## config.mk

```make
export PLATFORM = sky130hd
export DESIGN_NAME = ycbcr_block_buffer
export DESIGN_NICKNAME = d
export VERILOG_FILES = /design/src/rtl/ycbcr_block_buffer.sv
export SDC_FILE = /design/constraint.sdc
export NUM_CORES = 2
export LEC_CHECK = 0
export ABC_AREA = 1
export CORE_MARGIN = 2
export CORE_UTILIZATION = 30
export CTS_CLUSTER_SIZE = 28
export DETAILED_ROUTE_END_ITERATION = 12
export GPL_ROUTABILITY_DRIVEN = 0
export PLACE_DENSITY = 0.51
export SLEW_MARGIN = 20
export SYNTH_ARGS = -nofsm -noshare
export SYNTH_HDL_FRONTEND = slang
export SYNTH_SLANG_ARGS = --single-unit
```

## constraint.sdc

```tcl
create_clock -name i_clk -period 12.11 [get_ports i_clk]
set_input_delay 3.633 -clock i_clk [delete_from_list [all_inputs] [get_ports i_clk]]
set_output_delay 3.633 -clock i_clk [all_outputs]
set_load 0.005 [all_outputs]
```

## src/rtl/ycbcr_block_buffer.sv

```systemverilog
// Ping-pong block buffer: packs N rows of Y/Cb/Cr into NxN blocks and drains them
// over valid/ready, with optional level shift and transpose on the read path.
module ycbcr_block_buffer #(
    parameter int N           = 8,
    parameter int LEVEL_SHIFT = 1,
    parameter int TRANSPOSE   = 0
) (
    input  logic             i_clk,
    input  logic             i_rst,
    input  logic             i_valid,
    input  logic [8*N-1:0]   i_luma,
    input  logic [8*N-1:0]   i_cb,
    input  logic [8*N-1:0]   i_cr,
    input  logic             i_ready,
    output logic             o_valid,
    output logic [8*N-1:0]   o_luma,
    output logic [8*N-1:0]   o_cb,
    output logic [8*N-1:0]   o_cr,
    output logic [2:0]       o_row,
    output logic             o_sob,
    output logic             o_eob,
    output logic             o_overflow
);

    typedef enum logic [1:0] {
        EMPTY   = 2'd0,
        FILLING = 2'd1,
        FULL    = 2'd2
    } bank_state_t;

    bank_state_t bankState_q [2];
    bank_state_t bankState_d [2];
    logic        wrBank_q, wrBank_d;
    logic [2:0]  wrRow_q, wrRow_d;
    logic        rdBank_q, rdBank_d;
    logic [2:0]  rdRow_q, rdRow_d;
    logic        overflow_q, overflow_d;

    logic [8*N-1:0] yMem_q  [2*N];
    logic [8*N-1:0] cbMem_q [2*N];
    logic [8*N-1:0] crMem_q [2*N];

    logic rdFire, rdLast, wrFree, wrAccept;

    assign o_valid  = (bankState_q[rdBank_q] == FULL);
    assign rdFire   = o_valid && i_ready;
    assign rdLast   = rdFire && (rdRow_q == 3'(N-1));
    // A full write bank still accepts when its last beat is leaving this very cycle.
    assign wrFree   = (bankState_q[wrBank_q] != FULL) || (rdLast && (rdBank_q == wrBank_q));
    assign wrAccept = i_valid && wrFree;

    always_ff @(posedge i_clk or posedge i_rst) begin
        if (i_rst) begin
            bankState_q[0] <= EMPTY;
            bankState_q[1] <= EMPTY;
            wrBank_q       <= 1'b0;
            wrRow_q        <= '0;
            rdBank_q       <= 1'b0;
            rdRow_q        <= '0;
            overflow_q     <= 1'b0;
        end else begin
            bankState_q    <= bankState_d;
            wrBank_q       <= wrBank_d;
            wrRow_q        <= wrRow_d;
            rdBank_q       <= rdBank_d;
            rdRow_q        <= rdRow_d;
            overflow_q     <= overflow_d;
        end
    end

    // Read retire is applied first so a same-cycle write into the freed bank wins.
    always_comb begin
        bankState_d = bankState_q;
        wrBank_d    = wrBank_q;
        wrRow_d     = wrRow_q;
        rdBank_d    = rdBank_q;
        rdRow_d     = rdRow_q;
        overflow_d  = overflow_q;
        if (rdFire) begin
            if (rdRow_q == 3'(N-1)) begin
                rdRow_d               = '0;
                rdBank_d              = ~rdBank_q;
                bankState_d[rdBank_q] = EMPTY;
            end else begin
                rdRow_d = rdRow_q + 3'd1;
            end
        end
        if (i_valid) begin
            if (wrFree) begin
                if (wrRow_q == 3'(N-1)) begin
                    bankState_d[wrBank_q] = FULL;
                    wrRow_d               = '0;
                    wrBank_d              = ~wrBank_q;
                end else begin
                    bankState_d[wrBank_q] = FILLING;
                    wrRow_d               = wrRow_q + 3'd1;
                end
            end else begin
                overflow_d = 1'b1;
            end
        end
    end

    always_ff @(posedge i_clk) begin
        if (wrAccept) begin
            yMem_q[{wrBank_q, wrRow_q}]  <= i_luma;
            cbMem_q[{wrBank_q, wrRow_q}] <= i_cb;
            crMem_q[{wrBank_q, wrRow_q}] <= i_cr;
        end
    end

    function automatic logic [7:0] shiftSample(input logic [7:0] s);
        return (LEVEL_SHIFT != 0) ? {~s[7], s[6:0]} : s;
    endfunction

    always_comb begin
        o_luma = '0;
        o_cb   = '0;
        o_cr   = '0;
        if (o_valid) begin
            for (int c = 0; c < N; c++) begin
                if (TRANSPOSE != 0) begin
                    o_luma[8*c +: 8] = shiftSample(yMem_q[{rdBank_q, 3'(c)}][{rdRow_q, 3'b000} +: 8]);
                    o_cb[8*c +: 8]   = shiftSample(cbMem_q[{rdBank_q, 3'(c)}][{rdRow_q, 3'b000} +: 8]);
                    o_cr[8*c +: 8]   = shiftSample(crMem_q[{rdBank_q, 3'(c)}][{rdRow_q, 3'b000} +: 8]);
                end else begin
                    o_luma[8*c +: 8] = shiftSample(yMem_q[{rdBank_q, rdRow_q}][8*c +: 8]);
                    o_cb[8*c +: 8]   = shiftSample(cbMem_q[{rdBank_q, rdRow_q}][8*c +: 8]);
                    o_cr[8*c +: 8]   = shiftSample(crMem_q[{rdBank_q, rdRow_q}][8*c +: 8]);
                end
            end
        end
    end

    assign o_row      = rdRow_q;
    assign o_sob      = o_valid && (rdRow_q == 3'd0);
    assign o_eob      = o_valid && (rdRow_q == 3'(N-1));
    assign o_overflow = overflow_q;

endmodule
```

## After elaboration in Yosys (flattened, before gate mapping)

Memory sizes are Yosys's and may differ from the RTL's.
Cells that the tools add are included.

- Bitwise operators: 37
- Magnitude comparators: 4
- $add $sub $neg: 2
- Reductions and logical operators: 14
- Eq/ne operators: 5
- Multiplexer cells: 22

Operator list:

| kind | count |
|---|---|
| $mux W64 | 3 |
| $not A1 Y1 | 27 |
| $mux W4 | 5 |
| $mux W2 | 8 |
| $logic_and A1 B1 Y1 | 8 |
| $add A3 B1 Y3 const B | 2 |
| $eq A3 B3 Y1 const B | 2 |
| $mux W3 | 2 |
| $reduce_and A2 Y1 | 3 |
| $and A2 B2 Y2 | 2 |
| $and A4 B4 Y4 | 1 |
| $demux W2 S1 | 2 |
| $ge A2 B2 Y1 const B | 2 |
| $lt A2 B1 Y1 const B | 2 |
| $not A1 Y2 | 2 |
| $not A2 Y2 | 2 |
| $not A4 Y4 | 1 |
| $or A2 B2 Y2 | 2 |
| $logic_not A3 Y1 | 1 |
| $reduce_and A3 Y1 | 1 |
| $eq A2 B2 Y1 const B | 1 |
| $mux W1 | 2 |
| $ne A2 B2 Y1 const B | 1 |
| $eq A1 B1 Y1 | 1 |
| $logic_or A1 B1 Y1 | 1 |

- Memories: 3
- Memory bits (writable): 3072
- Logic and storage cells: 94
- Input bits: 196
- Bits in registers: 13

Memory list:

| name | depth | bits a word | read ports | clocked after memory_dff | write ports | line | source |
|---|---|---|---|---|---|---|---|
| cbMem_q | 16 | 64 | 1 | 0 | 1 | 40 | `logic [8*N-1:0] cbMem_q [2*N];` |
| crMem_q | 16 | 64 | 1 | 0 | 1 | 41 | `logic [8*N-1:0] crMem_q [2*N];` |
| yMem_q | 16 | 64 | 1 | 0 | 1 | 39 | `logic [8*N-1:0] yMem_q [2*N];` |

## Longest topological paths before layout

- Word-level depth: 13
- Gate-level depth with buffers: 13
- Mapped depth without buffers: 10

## Worst setup path before layout

Ideal clock, no wire load.

- Path kind: input-to-reg
- Start point: in i_ready
- End point: mem cbMem_q[0][0] (netlist name), enable pin
- Data arrival time: 12.247 ns
- Stages on the path: 6
- Setup slack: -0.885 ns
- Required time: 11.363 ns
- Setup time: 0.747 ns
- Path buffers: 0
- Cells stage by stage: nand4_1 > nand2_1 > nand2_1 > inv_1 > nand2_1 > nor2_1

- Longest elaborated chain between the ends: 7

RTL lines:

| what | line | source |
|---|---|---|
| start: declaration | 14 | `input logic i_ready,` |
| $logic_and A1 B1 Y1 | 46 | `assign rdFire = o_valid && i_ready;` |
| $logic_and A1 B1 Y1 | 47 | `assign rdLast = rdFire && (rdRow_q == 3'(N-1));` |
| $logic_and A1 B1 Y1 | 49 | `assign wrFree = (bankState_q[wrBank_q] != FULL) \|\| (rdLast && (rdBank_q == wrBank_q));` |
| $logic_or A1 B1 Y1 | 49 |  |
| $logic_and A1 B1 Y1 | 50 | `assign wrAccept = i_valid && wrFree;` |
| $mux W1 | 105 | `if (wrAccept) begin` |
| $mux W1 (implied by the code) | 107 | `cbMem_q[{wrBank_q, wrRow_q}] <= i_cb;` |
| end: declaration | 40 |  |

No other way between the ends.

## Worst setup path after layout

- Start point: reg rdRow_q[0], in the netlist o_row[0]
- End point: out o_cr[59]

- Longest elaborated chain between the ends: 2

RTL lines:

| what | line | source |
|---|---|---|
| start: declaration | 36 | `logic [2:0] rdRow_q, rdRow_d;` |
| start signal: assignment | 66 | `rdRow_q <= rdRow_d;` |
| $mem_v2 Z16 W64 | - |  |
| $mux W64 | 120 | `if (o_valid) begin` |
| end: declaration | 18 | `output logic [8*N-1:0] o_cr,` |

No other way between the ends.

==> summary.md <==
| Metric | Value |
|---|---|
| Row count | `234` |
| Detailed Place HPWL | `178.6 mm` |
| CP required | `8.48 ns` |
| Share of cells above drive strength 1 | `6.037%` |
| Core region area | `0.4061 mm²` |
| Number of synthesized flops with an enable pin | `3072` |
| Pleak | `45.48 nW` |
| CP max stage delay | `0.92 ns` |
| Largest net degree at the start of global routing | `216` |
| Via density | `4.987` |
| Critical path startpoint category | `flop` |
| Status | `finished clean` |
| Resized cells post-CTS | `0` |
| FFs w/ async S/R, synth | `0.4214%` |
| GRT Residual Overflow | `0` |
| Filler cell count | `38990` |
| Nets | `10030` |
| Most used DFF post-synth | `edfxtp_1` |
| 1st-pass router iterations | `8` |
| Crit end category | `output port` |
| H-tree depth | `5` |
| WL per Instance | `23.65 µm` |
| CTS max path bufs | `4` |
| Most common cell after layout, fill and taps aside | `edfxtp_1` |
| CP Data Arrival Time | `5.89 ns` |
| Total number of vias | `77570` |
| Final Instance Area | `0.1424 mm²` |
| Setup TNS | `0 ns` |
| Pins Over Slew Limit | `0` |
| Top layer in use | `met5` |
| Metal3 WL | `20.70 mm` |
| Met1 WL | `157.1 mm` |
| TritonCTS clock tree | `done` |
| Initial core utilization | `30.12%` |
| Cell Chain, Critical Path | `buf_12, buf_12, buf_4, nor2_1, nor2_1, o21ai_0, o211ai_1, nand3_1, a21oi_1, clkdlybuf4s50_1` |
| Post-Syn Area | `0.1223 mm²` |
| VDD IR-drop max | `0.1939 mV` |
| Number of max-cap violations | `0` |
| TritonCTS Buffers | `336` |
| Routed length on met2 | `180.4 mm` |
| Final Skew | `0.04402 ns` |
| FMAX | `105.0 MHz` |
| Area grow syn2layout | `16.43%` |
| Die width | `642.5 µm` |
| Ys Warns | `0` |
| Unrepaired setup endpoints after global routing | `false` |
| Antenna violations before repair | `74` |
| CTS Hold Bufs | `0` |
| Boundary pin count | `395` |
| Setup violations, final | `0` |
| Final worst setup slack | `2.586 ns` |
| Clk Latency, worst-skew pair | `0.92 ns` |
| Net Count, Synth | `9828` |
| ANT nets after route | `0` |
| Place WS | `3.699 ns` |
| Clk slew on worst S/H paths | `0.06 ns` |
| Most frequent cells in the layout | `3072 x edfxtp_1, 2457 x nor2_1, 1333 x o21ai_0` |
| Worst path slowest cell | `dfrtp_4` |
| Mean Syn Cell Area | `12.71 µm²` |
| Drt drc | `0` |
| Hold WC Path Type | `flop to flop` |
| Cell Pwr Density | `235.1 mW/mm²` |
| Iteration-0 DRC count of the detailed router | `6902` |
| Port bufs | `394` |
| Fin crit share | `78.64%` |
| Clk sink count | `3085` |
| Die area | `0.4128 mm²` |
| CTS Root Cell | `clkbuf_16` |
| Slew headroom | `10.02%` |
| Register area share after synthesis | `75.69%` |
| Vias in the first global route | `75740` |
| Count of cell types in the netlist | `21` |
| Post-CTS Setup Repair Bufs | `0` |
| Worst-path maximum fanout | `207` |
| Worst-Margin Slew | `1.350 ns` |
| Setup CP Type | `flop to output port` |
| Wirelength, routed | `367.9 mm` |
| Syn Inst Count | `9624` |
| Placement Cell Area | `0.1317 mm²` |
| First-pass GRT wire length | `530.4 mm` |
| Die height | `642.5 µm` |
| #FFs+latches synth | `3085` |
| Fin crit period | `9.524 ns` |
| Total GRT Usage | `17.23%` |
| Final Hold Vio Count | `0` |
[routing by layer]
| metal | global-route usage, % | up-vias |
|---|---|---|
| li1 | - | 35250 |
| met1 | 22.75 | 39550 |
| met2 | 29.23 | 2219 |
| met3 | 2.758 | 526 |
| met4 | 4.911 | 28 |
| met5 | 0 | - |
[path summary, 6_finish.rpt]
check	depth (start not counted)	slack [ns]	from	to
setup / recovery	10	2.59	o_row[0]$_DFFE_PP0P_	o_cr[59]
hold / removal	1	0.48	o_overflow$_DFFE_PP0P_	o_overflow$_DFFE_PP0P_
setup reg to reg	12	6.12	rdBank_q$_DFFE_PP0P_	crMem_q[12][13]$_DFFE_PP_
hold reg to reg	1	0.48	o_overflow$_DFFE_PP0P_	o_overflow$_DFFE_PP0P_
max in group asynchronous	2	8.47	i_rst	rdBank_q$_DFFE_PP0P_
min in group asynchronous	2	3.21	i_rst	o_row[0]$_DFFE_PP0P_
[cell families after synthesis]
group,after synthesis,share of synthesized area [%]
and+or+nand+nor,3379,10.95
DFF,3085,75.69
AOI/OAI and AO/OA,2290,10.19
buffers and inverters,862,3.081
adders and majority gates,8,0.08184
[cell usage after synthesis (58+ instances only)]
cell | n | share of area [%]
edfxtp_1 | 3072 | 75
nor2_1 | 2473 | 7.6
o21ai_0 | 1333 | 5.5
nand3_1 | 565 | 2.3
o211ai_1 | 395 | 2.4
clkbuf_1 | 372 | 1.1
a21oi_1 | 354 | 1.4
nand2_1 | 338 | 1.0
inv_1 | 197 | 0.60
o21ai_1 | 194 | 0.79
buf_2 | 136 | 0.56
buf_1 | 75 | 0.23
buf_4 | 58 | 0.36
[power by group]
| part | total (W) | switching [W] | leakage [nW] | internal [W] |
|---|---|---|---|---|
| combinational | 0.0105 | 0.00761 | 12.4 | 0.00287 |
| sequential | 0.0130 | 0.000283 | 27.9 | 0.0128 |
| clock | 0.00995 | 0.00424 | 5.16 | 0.00571 |
| total | 0.0335 | 0.0121 | 45.5 | 0.0213 |
[metrics by stage]
stage / util, % / hold slack, ns / total power (W) / cells
final: 35.07 / 0.4783 / 0.03348 / 15550
after global routing: 35.06 / 0.4995 / 0.03530 / 15540
after CTS: 35.05 / 0.4834 / 0.03384 / 15530
after detailed placement: 32.44 / 0.4653 / 0.02383 / 14920
after global placement: 32.43 / 0.4556 / 0.02367 / 14920
after floorplan: - / 0.4419 / 0.02012 / 9624
[state kept, by name, indices dropped and copies added, names as in the netlist]
name / count
bankState_q: 4
cbMem_q: 1024
crMem_q: 1024
o_overflow: 1
o_row: 3
rdBank_q: 1
wrBank_q: 1
wrRow_q: 3
yMem_q: 1024
[area by class of cell]
class,instances,area (µm²),share of cell area (%)
clock inverter,192,1744,1.225
timing repair buffer,527,5454,3.830
clock buffer,421,8876,6.233
antenna,22,55.05,0.03866
inverter,202,804.5,0.5650
tap,5428,6792,4.769
multi-input combinational,5677,26090,18.32
sequential,3085,92590,65.02
[critical path: cells and delay by family, from the launching register on]
family	cells	cell delay (ns)
buf+inv	4	2.54
flops	1	0.92
simple gates	3	0.39
compound gates	3	0.46
(Power assumes the default switching activity.)
